### src/rtl/fptd_ctrl_pkg.sv
// Shared types and defaults for the turbo-decoder pipeline controllers.
// Holds the Razor sequencer state encoding and default sizing.
package fptd_ctrl_pkg;

  typedef enum logic [2:0] {
    IDLE,
    CLEAR,
    RUN,
    RECOVER,
    DONE
  } razor_state_t;

  localparam int NSTAGE_DEF      = 8;
  localparam int ITER_W_DEF      = 8;
  localparam int RECOVER_CYC_DEF = 1;
  localparam int CONSEC_MAX_DEF  = 4;
  localparam int ERRCNT_W_DEF    = 8;

  // Width able to index n items, never collapsing to zero bits.
  function automatic int idx_w(input int n);
    return (n > 1) ? $clog2(n) : 1;
  endfunction

endpackage

### src/rtl/razor_pipe_ctrl_if.sv
// Control/status bundle between the Razor sequencer and its client.
// The master side starts decodes and reports stage errors.
interface razor_pipe_ctrl_if
  import fptd_ctrl_pkg::*;
#(
  parameter int NSTAGE   = NSTAGE_DEF,
  parameter int ITER_W   = ITER_W_DEF,
  parameter int ERRCNT_W = ERRCNT_W_DEF
);

  localparam int SW = idx_w(NSTAGE);

  logic                Start;
  logic [ITER_W-1:0]   NumCyc;
  logic [NSTAGE-1:0]   Error_in;
  logic                Enable;
  logic                nClear;
  logic                Busy;
  logic                Done;
  logic                Abort;
  logic [ERRCNT_W-1:0] ErrCount;
  logic [SW-1:0]       ErrStage;

  modport master (
    output Start,
    output NumCyc,
    output Error_in,
    input  Enable,
    input  nClear,
    input  Busy,
    input  Done,
    input  Abort,
    input  ErrCount,
    input  ErrStage
  );

  modport slave (
    input  Start,
    input  NumCyc,
    input  Error_in,
    output Enable,
    output nClear,
    output Busy,
    output Done,
    output Abort,
    output ErrCount,
    output ErrStage
  );

endinterface

### src/rtl/razor_err_prienc.sv
// Lowest-set-bit encoder over the per-stage Razor error flags.
// Gives the OR of all flags and the index of the lowest one set.
module razor_err_prienc
  import fptd_ctrl_pkg::*;
#(
  parameter int NSTAGE = NSTAGE_DEF
) (
  input  logic [NSTAGE-1:0]        err,
  output logic                     any,
  output logic [idx_w(NSTAGE)-1:0] idx
);

  localparam int SW = idx_w(NSTAGE);

  always_comb begin
    any = |err;
    idx = '0;
    for (int i = NSTAGE - 1; i >= 0; i--) begin
      if (err[i]) idx = SW'(i);
    end
  end

endmodule

### src/rtl/razor_pipe_ctrl.sv
// Decode sequencer with Razor timing-error replay for the extrinsic stages.
// Drops Enable for a replay window on any stage error; aborts on error bursts.
module razor_pipe_ctrl
  import fptd_ctrl_pkg::*;
#(
  parameter int NSTAGE      = NSTAGE_DEF,
  parameter int ITER_W      = ITER_W_DEF,
  parameter int RECOVER_CYC = RECOVER_CYC_DEF,
  parameter int CONSEC_MAX  = CONSEC_MAX_DEF,
  parameter int ERRCNT_W    = ERRCNT_W_DEF
) (
  input logic               Clock,
  input logic               nReset,
  razor_pipe_ctrl_if.slave  io
);

  localparam int SW = idx_w(NSTAGE);
  localparam int CW = idx_w(CONSEC_MAX + 1);
  localparam int RW = idx_w(RECOVER_CYC);

  localparam logic [CW-1:0] CMAX  = CW'(CONSEC_MAX);
  localparam logic [RW-1:0] RLAST = RW'(RECOVER_CYC - 1);

  razor_state_t state, state_d;

  logic [ITER_W-1:0]   req, req_d;
  logic [ITER_W-1:0]   cyc_cnt, cyc_d;
  logic [CW-1:0]       consec, consec_d;
  logic [RW-1:0]       rec_cnt, rec_d;
  logic [ERRCNT_W-1:0] err_cnt, err_cnt_d;
  logic [SW-1:0]       err_stage, err_stage_d;
  logic                abort_q, abort_d;

  logic en_q, nclr_q, busy_q, done_q;
  logic en_d, nclr_d, busy_d, done_d;

  logic          err_any;
  logic [SW-1:0] err_idx;

  razor_err_prienc #(
    .NSTAGE (NSTAGE)
  ) u_prienc (
    .err (io.Error_in),
    .any (err_any),
    .idx (err_idx)
  );

  always_comb begin
    state_d     = state;
    req_d       = req;
    cyc_d       = cyc_cnt;
    consec_d    = consec;
    rec_d       = rec_cnt;
    err_cnt_d   = err_cnt;
    err_stage_d = err_stage;
    abort_d     = abort_q;

    unique case (state)
      IDLE: begin
        if (io.Start) begin
          req_d   = io.NumCyc;
          state_d = CLEAR;
        end
      end
      CLEAR: begin
        cyc_d       = '0;
        consec_d    = '0;
        err_cnt_d   = '0;
        err_stage_d = '0;
        abort_d     = 1'b0;
        state_d     = (req == '0) ? DONE : RUN;
      end
      RUN: begin
        if (err_any) begin
          consec_d = consec + CW'(1);
          // The burst-ending error is an abort, not a recovery.
          if (consec + CW'(1) == CMAX) begin
            abort_d = 1'b1;
            state_d = DONE;
          end else begin
            err_cnt_d   = (&err_cnt) ? err_cnt
                                     : err_cnt + ERRCNT_W'(1);
            err_stage_d = err_idx;
            rec_d       = '0;
            state_d     = RECOVER;
          end
        end else begin
          cyc_d    = cyc_cnt + ITER_W'(1);
          consec_d = '0;
          if (cyc_cnt + ITER_W'(1) == req) state_d = DONE;
        end
      end
      RECOVER: begin
        if (rec_cnt == RLAST) state_d = RUN;
        else rec_d = rec_cnt + RW'(1);
      end
      DONE: begin
        state_d = IDLE;
      end
      default: begin
        state_d = IDLE;
      end
    endcase

    // Outputs are registered copies of the next-state decode.
    en_d   = (state_d == RUN);
    nclr_d = (state_d != CLEAR);
    busy_d = (state_d == CLEAR) ||
             (state_d == RUN) ||
             (state_d == RECOVER);
    done_d = (state_d == DONE);
  end

  always_ff @(posedge Clock or negedge nReset) begin
    if (!nReset) begin
      state     <= IDLE;
      req       <= '0;
      cyc_cnt   <= '0;
      consec    <= '0;
      rec_cnt   <= '0;
      err_cnt   <= '0;
      err_stage <= '0;
      abort_q   <= 1'b0;
      en_q      <= 1'b0;
      nclr_q    <= 1'b1;
      busy_q    <= 1'b0;
      done_q    <= 1'b0;
    end else begin
      state     <= state_d;
      req       <= req_d;
      cyc_cnt   <= cyc_d;
      consec    <= consec_d;
      rec_cnt   <= rec_d;
      err_cnt   <= err_cnt_d;
      err_stage <= err_stage_d;
      abort_q   <= abort_d;
      en_q      <= en_d;
      nclr_q    <= nclr_d;
      busy_q    <= busy_d;
      done_q    <= done_d;
    end
  end

  assign io.Enable   = en_q;
  assign io.nClear   = nclr_q;
  assign io.Busy     = busy_q;
  assign io.Done     = done_q;
  assign io.Abort    = abort_q;
  assign io.ErrCount = err_cnt;
  assign io.ErrStage = err_stage;

endmodule

### src/flat_wrapper.sv
// flat-port wrapper written by rule: the top's interface ports become plain ports
module razor_pipe_ctrl_flat import fptd_ctrl_pkg::*;
#(
  parameter int NSTAGE      = NSTAGE_DEF,
  parameter int ITER_W      = ITER_W_DEF,
  parameter int RECOVER_CYC = RECOVER_CYC_DEF,
  parameter int CONSEC_MAX  = CONSEC_MAX_DEF,
  parameter int ERRCNT_W    = ERRCNT_W_DEF
)
  (Clock, nReset, io_Start, io_NumCyc, io_Error_in, io_Enable, io_nClear, io_Busy, io_Done, io_Abort, io_ErrCount, io_ErrStage);
  razor_pipe_ctrl_if #(.NSTAGE(NSTAGE), .ITER_W(ITER_W), .ERRCNT_W(ERRCNT_W)) io_i ();
  input logic Clock;
  input logic nReset;
  input wire logic [$bits(io_i.Start)-1:0] io_Start;
  input wire logic [$bits(io_i.NumCyc)-1:0] io_NumCyc;
  input wire logic [$bits(io_i.Error_in)-1:0] io_Error_in;
  output wire logic [$bits(io_i.Enable)-1:0] io_Enable;
  output wire logic [$bits(io_i.nClear)-1:0] io_nClear;
  output wire logic [$bits(io_i.Busy)-1:0] io_Busy;
  output wire logic [$bits(io_i.Done)-1:0] io_Done;
  output wire logic [$bits(io_i.Abort)-1:0] io_Abort;
  output wire logic [$bits(io_i.ErrCount)-1:0] io_ErrCount;
  output wire logic [$bits(io_i.ErrStage)-1:0] io_ErrStage;
  assign io_i.Start = io_Start;
  assign io_i.NumCyc = io_NumCyc;
  assign io_i.Error_in = io_Error_in;
  assign io_Enable = io_i.Enable;
  assign io_nClear = io_i.nClear;
  assign io_Busy = io_i.Busy;
  assign io_Done = io_i.Done;
  assign io_Abort = io_i.Abort;
  assign io_ErrCount = io_i.ErrCount;
  assign io_ErrStage = io_i.ErrStage;
  razor_pipe_ctrl #(.NSTAGE(NSTAGE), .ITER_W(ITER_W), .RECOVER_CYC(RECOVER_CYC), .CONSEC_MAX(CONSEC_MAX), .ERRCNT_W(ERRCNT_W)) u_core (.Clock(Clock), .nReset(nReset), .io(io_i));
endmodule
### config.mk
export PLATFORM = sky130hd
export DESIGN_NAME = razor_pipe_ctrl_flat
export DESIGN_NICKNAME = d
export VERILOG_FILES = /design/src/rtl/fptd_ctrl_pkg.sv /design/src/rtl/razor_pipe_ctrl_if.sv /design/src/rtl/razor_err_prienc.sv /design/src/rtl/razor_pipe_ctrl.sv /design/src/flat_wrapper.sv
export SDC_FILE = /design/constraint.sdc
export NUM_CORES = 1
export LEC_CHECK = 0
export ABC_AREA = 1
export CAP_MARGIN = 25
export CORE_MARGIN = 8
export CORE_UTILIZATION = 57
export DETAILED_ROUTE_END_ITERATION = 16
export GPL_TIMING_DRIVEN = 0
export PLACE_DENSITY = 0.95
export SYNTH_ARGS = -nofsm -noshare
export SYNTH_HDL_FRONTEND = slang
export SYNTH_SLANG_ARGS = --single-unit
### constraint.sdc
create_clock -name Clock -period 2.55 [get_ports Clock]
set_input_delay 0.3825 -clock Clock [delete_from_list [all_inputs] [get_ports Clock]]
set_output_delay 0.3825 -clock Clock [all_outputs]
set_load 0.05 [all_outputs]
# Word level (Yosys, flattened, before mapping)
# Index checks and enable logic that the tools add are counted.
# op_classes
n_mux,33
eq_ne,15
reduce_logical,14
add_sub_neg,4
# op_table
op,n
$mux 3,17
$mux 8,4
$pmux 8 s2,2
$add 8x1->8 const B,2
$eq 3x2->1 const B,4
$pmux 3 s2,2
$pmux 3 s4,1
$reduce_and 3->1,3
$eq 8x8->1,1
$logic_not 8->1,1
$reduce_and 8->1,1
$reduce_or 8->1,1
$eq 3x1->1 const B,2
$eq 3x3->1 const B,2
$ne 2x2->1 const B,3
$mux 1,5
$ne 2x1->1 const B,2
$pmux 1 s2,2
$reduce_and 2->1,2
$reduce_and 4->1,1
$reduce_bool 2->1,2
$add 3x1->3 const B,1
$logic_not 3->1,1
$ne 3x1->1 const B,1
other kinds (2),3
# word_totals
inputBits,19
out_inout_bits,16
ff_bits,39

# Logic depth before layout (Yosys ltp)
# logic_depth
word_depth,11
mapped_depth,16
depth_no_buf,16

# Cells and area by module
# From an unflattened synthesis, not the netlist that was laid out.
# hier_totals
cells_unflattened,260
area_unflattened_um2,2062.0
# by_module_without_submodules
module,n_inst,cells_each,area_per_inst_um2
razor_pipe_ctrl,1,238,1963.1
razor_err_prienc,1,22,98.8

# Least setup slack after synthesis
# OpenSTA, ideal clock, no wires.
# synth_path
path_type,register -> register
startpoint,"register u_core.err_cnt[1], in the netlist u_core.io.ErrCount[1]"
endpoint,"register u_core.err_cnt[4], in the netlist u_core.io.ErrCount[4]"
synth_period_minus_slack_ns,1.966
setup_slack_ns,0.584
path_stages_with_launch,13
arrival_ns,1.849
t_required_ns,2.433
path_cell_list,dfrtp_1 > ha_1 > inv_1 > nor3_1 > nand4_1 > nand2_1 > nor2_8 > inv_4 > nor3_4 > nand2_1 > nand2_1 > nand2_1 > nor2_1
# synth_between
elab_chain_len,5
elab_cells_between_ends,8
# synth_lines
item,line,source
"start, declared",razor_pipe_ctrl.sv:30,"logic [ERRCNT_W-1:0] err_cnt, err_cnt_d;"
"start signal, assigned",razor_pipe_ctrl.sv:134,err_cnt <= err_cnt_d;
$add 8x1->8,razor_pipe_ctrl.sv:82,: err_cnt + ERRCNT_W'(1);
$mux 8,razor_pipe_ctrl.sv:81,err_cnt_d = (&err_cnt) ? err_cnt
$mux 8,razor_pipe_ctrl.sv:77,if (consec + CW'(1) == CMAX) begin
$mux 8,razor_pipe_ctrl.sv:74,if (err_any) begin
$pmux 8 s2,razor_pipe_ctrl.sv:58,unique case (state)
# Several ways; a longest one is shown, not always the timed one. The select of a mux whose other input is x is not followed.
# A chain may end at the register's enable or synchronous reset.

# Worst setup path in the final report
# layout_path
startpoint,register u_core.cyc_cnt[0]
endpoint,"register u_core.busy_q, in the netlist u_core.io.Busy"
# layout_between
elab_chain_len,8
elab_cells_between_ends,10
# layout_lines
item,line,source
"start, declared",razor_pipe_ctrl.sv:27,"logic [ITER_W-1:0] cyc_cnt, cyc_d;"
"start signal, assigned",razor_pipe_ctrl.sv:131,cyc_cnt <= cyc_d;
$add 8x1->8 (*),razor_pipe_ctrl.sv:90,if (cyc_cnt + ITER_W'(1) == req) state_d = DONE;
$eq 8x8->1 (*),razor_pipe_ctrl.sv:90,
$mux 3 (*),razor_pipe_ctrl.sv:90,
$mux 3 (*),razor_pipe_ctrl.sv:74,
$pmux 3 s4 (*),razor_pipe_ctrl.sv:58,
$eq 3x1->1 / $eq 3x2->1 (equally long branches),"razor_pipe_ctrl.sv:108, razor_pipe_ctrl.sv:109",
$logic_or 1x1->1,razor_pipe_ctrl.sv:108,busy_d = (state_d == CLEAR) ||
$logic_or 1x1->1 (*),razor_pipe_ctrl.sv:109,(state_d == RUN) ||
net u_core.busy_d,razor_pipe_ctrl.sv:35,"logic en_d, nclr_d, busy_d, done_d;"
"end signal, assigned",razor_pipe_ctrl.sv:139,busy_q <= busy_d;
"end, declared",razor_pipe_ctrl.sv:34,"logic en_q, nclr_q, busy_q, done_q;"
# Mark *: on every way through the listed nets, which the timed path passes. The rest lies on a longest branch.

==> flow_summary.ini <==
[cells_and_area]
area_growth_pct = 23.7
utilization_pct = 72.6
seq_area_um2 = 952
drive_gt1_share_pct = 6.56
nNetsFinal = 342
multi_input_area_um2 = 990
num-fill-cells = 261
antennaDiodeCount = 0
stdcell_count = 368

[logic_synthesis]
synth.avg_cell_area_um2 = 7.61
yosys_warnings = 0
yosysMostFrequentCell = nand2_1
synthFlopType = dfrtp_1
synthTopCellsByArea = dfrtp_1 (44%), nand2_1 (14%), inv_1 (7.1%)
syn_nets = 301
async_reset_ff_share_pct = 100
synth_edf_count = 0
yosys-top-cells-count = nand2_1 (78), inv_1 (40), dfrtp_1 (37), nand3_1 (29), o21ai_0 (22)
syn_inst = 278
synth_cell_types = 31
yosysTopAreaCell = dfrtp_1
synth-seq-cells = 38
synth_area_um2 = 2110
synth-seq-area-share_pct = 45.0
synth_top_cell_area_share_pct = 43.8

[clock_tree]
clkSlewWorstSetupHoldPaths_ns = 0.07
cts.repair.resized = 0
cts.sinks = 38
cts_buffer_depth = 2
insertion_delay_ns = 0.29
tritoncts = yes
cts_root_buf = clkbuf_8
ctsHtreeMaxLevel = 2
cts_buffers = 5
post-cts-setup-buffers = 0
hold_buffers = 0

[worst_setup_path]
crit_type = register to register
ff2ff_setup_slack_ns = 0.32
cpMostUsedCell = nand2_1
cp_top_family = simple AND/OR/NAND/NOR gates
reg2reg_to = u_core.io.Busy
worst_ep_arrival_time_ns = 2.40
critPathMaxStageDelay_ns = 0.44
cpMaxStageDelayCell = dfrtp_1
reg2reg_depth = 14
cp-end-kind = register
r2r_start = u_core.cyc_cnt[0]
startpoint_type = register
cp.required_ns = 2.73
crit_start = u_core.cyc_cnt[0]
critPathMaxFanout = 5
crit_buf_inv = 0
worstPathCellList = ha_1 -> nand2_1 -> nor2_1 -> nand3_1 -> nand3_1 -> nand2_1 -> nor2_1 -> nand3_1 -> nand2_1 -> nand2_1 -> nand2_1 -> nand2_1 -> nand2_1 -> nand2_1

[detailed_routing]
dr.pass1.iters = 8
antenna_left = 0
drt_iter0_markers = 181
drc_errors = 0
wl_per_cell_um = 13.7
num_vias = 2051
finalWirelength_mm = 5.05
vias_per_cell = 5.57

[timing]
timing.final.crit_share_pct = 87.3
rsz0062_at_grt = no
finalHoldViolations = 0
max_slew_margin_pct = 44.3
fin_hold_ws_ns = 0.191
skew_ns = 0.00617
setup_violations = 0
slew_violations = 0
min_period_ns = 2.23
worstMarginPinSlew_ns = 0.836
fmax_mhz = 449
tns_ns = 0

[worst_hold_path]
hold_path_class = input port to async pin

[placed_design]
place_hpwl_mm = 3.74
gp_congestion = 0.817
port_buffers = 34
numPlacedInstances = 360

[power]
power_mw = 2.50
ir_worst_vdd_uv = 665
power.density_nw_per_um2 = 957
leakagePower_nw = 1.21

[floorplanning]
pin_count = 35
start_util_pct = 58.6
rows = 22
die_w_um = 76.9
chipHeight_um = 76.9
die_area_um2 = 5910
core-area_um2 = 3610

[global_route]
grt_max_degree = 39
gr-usage-all-layers_pct = 17.8
antenna_found_initial = 0
grt_pass1_vias = 2046
grt_pass1_wl_mm = 8.72
gr-total-overflow = 0

[outcome]
outcome = finished, final reports clean

[run]
maxCapViolCount = 0
==> flip-flops by register name, summed over array words and instances (netlist names) <==
| signal | count |
|---|---|
| u_core.io.Enable | 1 |
| u_core.io.nClear | 1 |
| u_core.io.Done | 1 |
| u_core.io.Abort | 1 |
| u_core.state | 3 |
| u_core.io.ErrStage | 3 |
| u_core.io.ErrCount | 8 |
| u_core.cyc_cnt | 8 |
| u_core.req | 8 |
| u_core.consec | 3 |
| u_core.io.Busy | 1 |
==> kinds of logic after synthesis <==
family	share of synthesized area [%]
xor gates and xnor gates	1.66
and+or+nand+nor	33.6
buffers and inverters	8.17
AOI/OAI and AO/OA	9.23
adders and majority gates	2.37
DFF	45.0
==> worst reg2reg max path, stage by stage (launching register included) <==
cell	delay, ns
dfrtp_1	0.44
ha_1	0.28
nand2_1	0.16
nor2_1	0.25
nand3_1	0.15
nand3_1	0.12
nand2_1	0.06
nor2_1	0.11
nand3_1	0.10
nand2_1	0.10
nand2_1	0.06
nand2_1	0.06
nand2_1	0.06
nand2_1	0.11
nand2_1	0.07
==> worst max path at each step <==
stage,to,slack [ns],cells past startpoint
after floorplan,u_core.io.ErrCount[4],0.58,12
after global placement,u_core.io.ErrCount[4],0.23,1
after detailed placement,u_core.io.ErrCount[4],0.35,13
after CTS,u_core.io.Busy,0.37,14
after global routing,u_core.io.Busy,0.16,14
final,u_core.io.Busy,0.32,14
==> cell usage in the layout, fill, tap and decap left out, types with 2 or more instances in the layout <==
| cell | instances |
|---|---|
| ha_1 | 4 |
| buf_2 | 2 |
| o21ai_0 | 22 |
| nand2_1 | 78 |
| nor3_4 | 2 |
| clkbuf_1 | 4 |
| nand3_1 | 29 |
| xor2_1 | 2 |
| nor3_1 | 2 |
| dfrtp_1 | 37 |
| inv_1 | 40 |
| nand4_1 | 6 |
| clkbuf_8 | 5 |
| nor4_1 | 2 |
| clkdlybuf4s50_1 | 33 |
| o21ai_1 | 3 |
| a21oi_1 | 7 |
| nor2_4 | 2 |
| o22ai_1 | 3 |
| nor2_1 | 21 |
| nand2_2 | 2 |
| xnor2_1 | 2 |
==> metal layers <==
layer  wire, um  vias to the layer above  part of all wire, %  GRT usage (%)
li1           -                      985                    -              -
met1       2120                      954                   42           20.7
met2       2460                       93                   49           29.1
met3        320                       19                  6.3           4.66
met4        146                        0                  2.9           9.62
met5          0                        -                    0              0
==> metrics by stage <==
step                      area, um2  setup WS (ns)
final                          2620          0.325
after global routing           2620          0.162
after CTS                      2620          0.370
after detailed placement       2510          0.354
after global placement         2510          0.229
after floorplan                2110          0.584
==> cell type report <==
| cell class | count | share of cell area, % |
|---|---|---|
| multi-input cells | 195 | 37.8 |
| flip-flops and latches | 38 | 36.4 |
| repair buffers | 34 | 12.8 |
| inverters | 42 | 6.12 |
| clock buffers | 7 | 2.92 |
| well taps | 48 | 2.30 |
| clock inverters | 1 | 1.15 |
| plain buffers | 3 | 0.478 |
==> where the power goes <==
group          internal, mW  leakage, nW  total, mW  switching (mW)
sequential            0.767        0.495      0.905           0.137
clock                 0.293       0.0524      0.501           0.208
combinational         0.368        0.668       1.10           0.730
(Power assumes the default switching activity.)
==> RTL edit, RTL diff (same flow settings) <==
Change the package constant `NSTAGE_DEF` from 8 to 9.
--- a/src/rtl/fptd_ctrl_pkg.sv
+++ b/src/rtl/fptd_ctrl_pkg.sv
@@ -10,7 +10,7 @@
     DONE
   } razor_state_t;
 
-  localparam int NSTAGE_DEF      = 8;
+  localparam int NSTAGE_DEF      = 9;
   localparam int ITER_W_DEF      = 8;
   localparam int RECOVER_CYC_DEF = 1;
   localparam int CONSEC_MAX_DEF  = 4;
Interface: changed (resized io_ErrStage and io_Error_in); port bits go from 35 to 37. No check against the original RTL was run, so the function may have changed too.
==> RTL edit against the original RTL <==
- routed wire length decreased by 4.2%
- worst setup slack improved by 0.24 ns
- sequential cell count up 1
- count of clock-buffer cells in the layout decreased by 1
- sequential share of layout area is 1.7 points lower
- total power rose by 9.2%
- first-iteration DRC count decreased by 33%
- final area up 7.7%
- final cell count is 1.9% lower
- sequential power grew 0.8%
- clock power rose by 23%
- synthesized area up 7.2%
- die area up 5.7%
==> RTL edit: results (changes against the original RTL) <==
[pwr]
ir_drop_v = 0.000594  ; -11%
p_leak_nw = 1.28  ; +5.7%

[critical_path]
critPathLaunch = u_core.io.nClear$_DFF_PN1_
cp.arrival_ns = 1.60  ; -0.80 ns
timing.rr.start = u_core.cyc_cnt[0]$_DFFE_PN0P_
cpPeakStageDelay_ns = 0.79  ; +0.35 ns
critPathSlowestCell = clkdlybuf4s50_1
cp_max_fo = 1  ; -4
crit_family = buffers and inverters

[synthesis]
synthArstFlopShare = 1.00  ; unchanged
yosysSeqAreaShare = 0.431  ; -0.0190
yosysTopAreaCell = dfrtp_1
synth_area_leaders = dfrtp_1 42%, nand2_1 8.6%, inv_1 6.3%, nand3_1 5.3%, nor2_4 4.0%
synth_commonest_cells = 52 x nand2_1, 38 x dfrtp_1, 38 x inv_1, 24 x nand3_1, 16 x nor2_1
synth.distinct_cells = 38  ; +23%
yosysWarnings = 0  ; unchanged
synth_fp_nets = 291  ; -3.3%

[cells_and_area]
fin_nets = 334  ; -2.3%
antenna_cells = 0  ; unchanged
drive_above_1_share = 0.161  ; +0.0951

[clocking]
cts.path.max_buffers = 2  ; unchanged
clock-root-buffer = clkbuf_8
clk_latency_ns = 0.30
cts_setup_buffers = 0  ; unchanged
cts_resized = 0  ; unchanged
cts-htree-levels = 2  ; unchanged
clkSlewWorstSetupHoldPaths_ns = 0.09  ; +0.02 ns
cts_buffers = 5  ; unchanged

[place]
hpwl_um = 3720  ; -0.48%
gp_congestion = 0.822  ; +0.62%
portBuffers = 36  ; +5.9%

[run_status]
status = finished clean

[global_routing]
grt_max_degree = 40  ; +2.6%
grt_usage = 0.162  ; -0.0158
grt_pass1_wl_um = 8180  ; -6.2%
antenna_found_initial = 0  ; unchanged

[detailed_routing]
drt-initial-drc-count = 121  ; -33%
wirelength_um = 4840  ; -4.2%
firstDrtPassIters = 4  ; -4
vias = 1940  ; -5.4%

[sta]
slew_headroom = 0.443  ; about the same
skew_ns = 0.0139  ; +0.00777 ns

[hold_path]
hold_path.class = input pin to asynchronous set/reset pin

==> RTL edit: path summary, 6_finish.rpt <==
kind	slack [ns]	cells past startpoint	to
worst max-delay path	0.56	1	io_nClear
worst min-delay path	0.18	1	u_core.consec[2]$_DFFE_PN0N_
worst max register to register	0.56	11	u_core.io.Busy$_DFF_PN0_
worst min register to register	0.50	2	u_core.io.ErrStage[0]$_DFFE_PN0P_
max in group asynchronous	1.84	1	u_core.io.ErrCount[2]$_DFFE_PN0P_
min in group Clock	0.50	2	u_core.io.ErrStage[0]$_DFFE_PN0P_
==> RTL edit: cell type report <==
type / count / area [um2]
clock inverters: 2 / 60.1
inverters: 42 / 160
well taps: 50 / 62.6
clock buffers: 6 / 72.6
fillers: 288 / 1100
repair buffers: 36 / 355
plain buffers: 2 / 15.0
multi-input cells: 184 / 1110
flip-flops and latches: 39 / 977
==> RTL edit: per-stage QoR <==
| step | total power (W) | std cells | setup slack [ns] | area (um2) | hold WS [ns] |
|---|---|---|---|---|---|
| final | 0.00273 | 361 | 0.564 | 2820 | 0.181 |
| after global routing | 0.00290 | 361 | 0.407 | 2820 | 0.246 |
| after CTS | 0.00275 | 361 | 0.549 | 2820 | 0.202 |
| after detailed placement | 0.00213 | 353 | 0.392 | 2680 | 0.487 |
| after global placement | 0.00208 | 353 | 0.154 | 2690 | 0.475 |
| after floorplan | 0.00180 | 267 | 0.572 | 2270 | 0.0869 |
==> RTL edit: where the power goes <==
| part | total (W) | internal (W) | switching, W | leakage (nW) |
|---|---|---|---|---|
| clock | 0.000615 | 0.000391 | 0.000223 | 0.0654 |
| combinational | 0.00121 | 0.000422 | 0.000786 | 0.720 |
| sequential | 0.000912 | 0.000784 | 0.000129 | 0.499 |
| total | 0.00273 | 0.00160 | 0.00114 | 1.28 |
==> RTL edit: per-layer routing <==
layer	global-route usage	wire length, um	up-vias
met3	0.0372	279	6
met2	0.277	2450	61
li1	-	-	954
met5	0	0	-
met4	0.0759	83	0
met1	0.187	2020	919
==> RTL edit: logic make-up (layout without fill, tap and decap cells) <==
| group | Yosys count | in the layout | synth area share |
|---|---|---|---|
| flops | 39 | 39 | 0.431 |
| fa+ha+maj | 4 | 4 | 0.0221 |
| xor+xnor | 6 | 6 | 0.0232 |
| compound gates | 39 | 39 | 0.0977 |
| mux | 3 | 3 | 0.0149 |
| simple gates | 132 | 132 | 0.334 |
| buf+inv | 44 | 88 | 0.0773 |
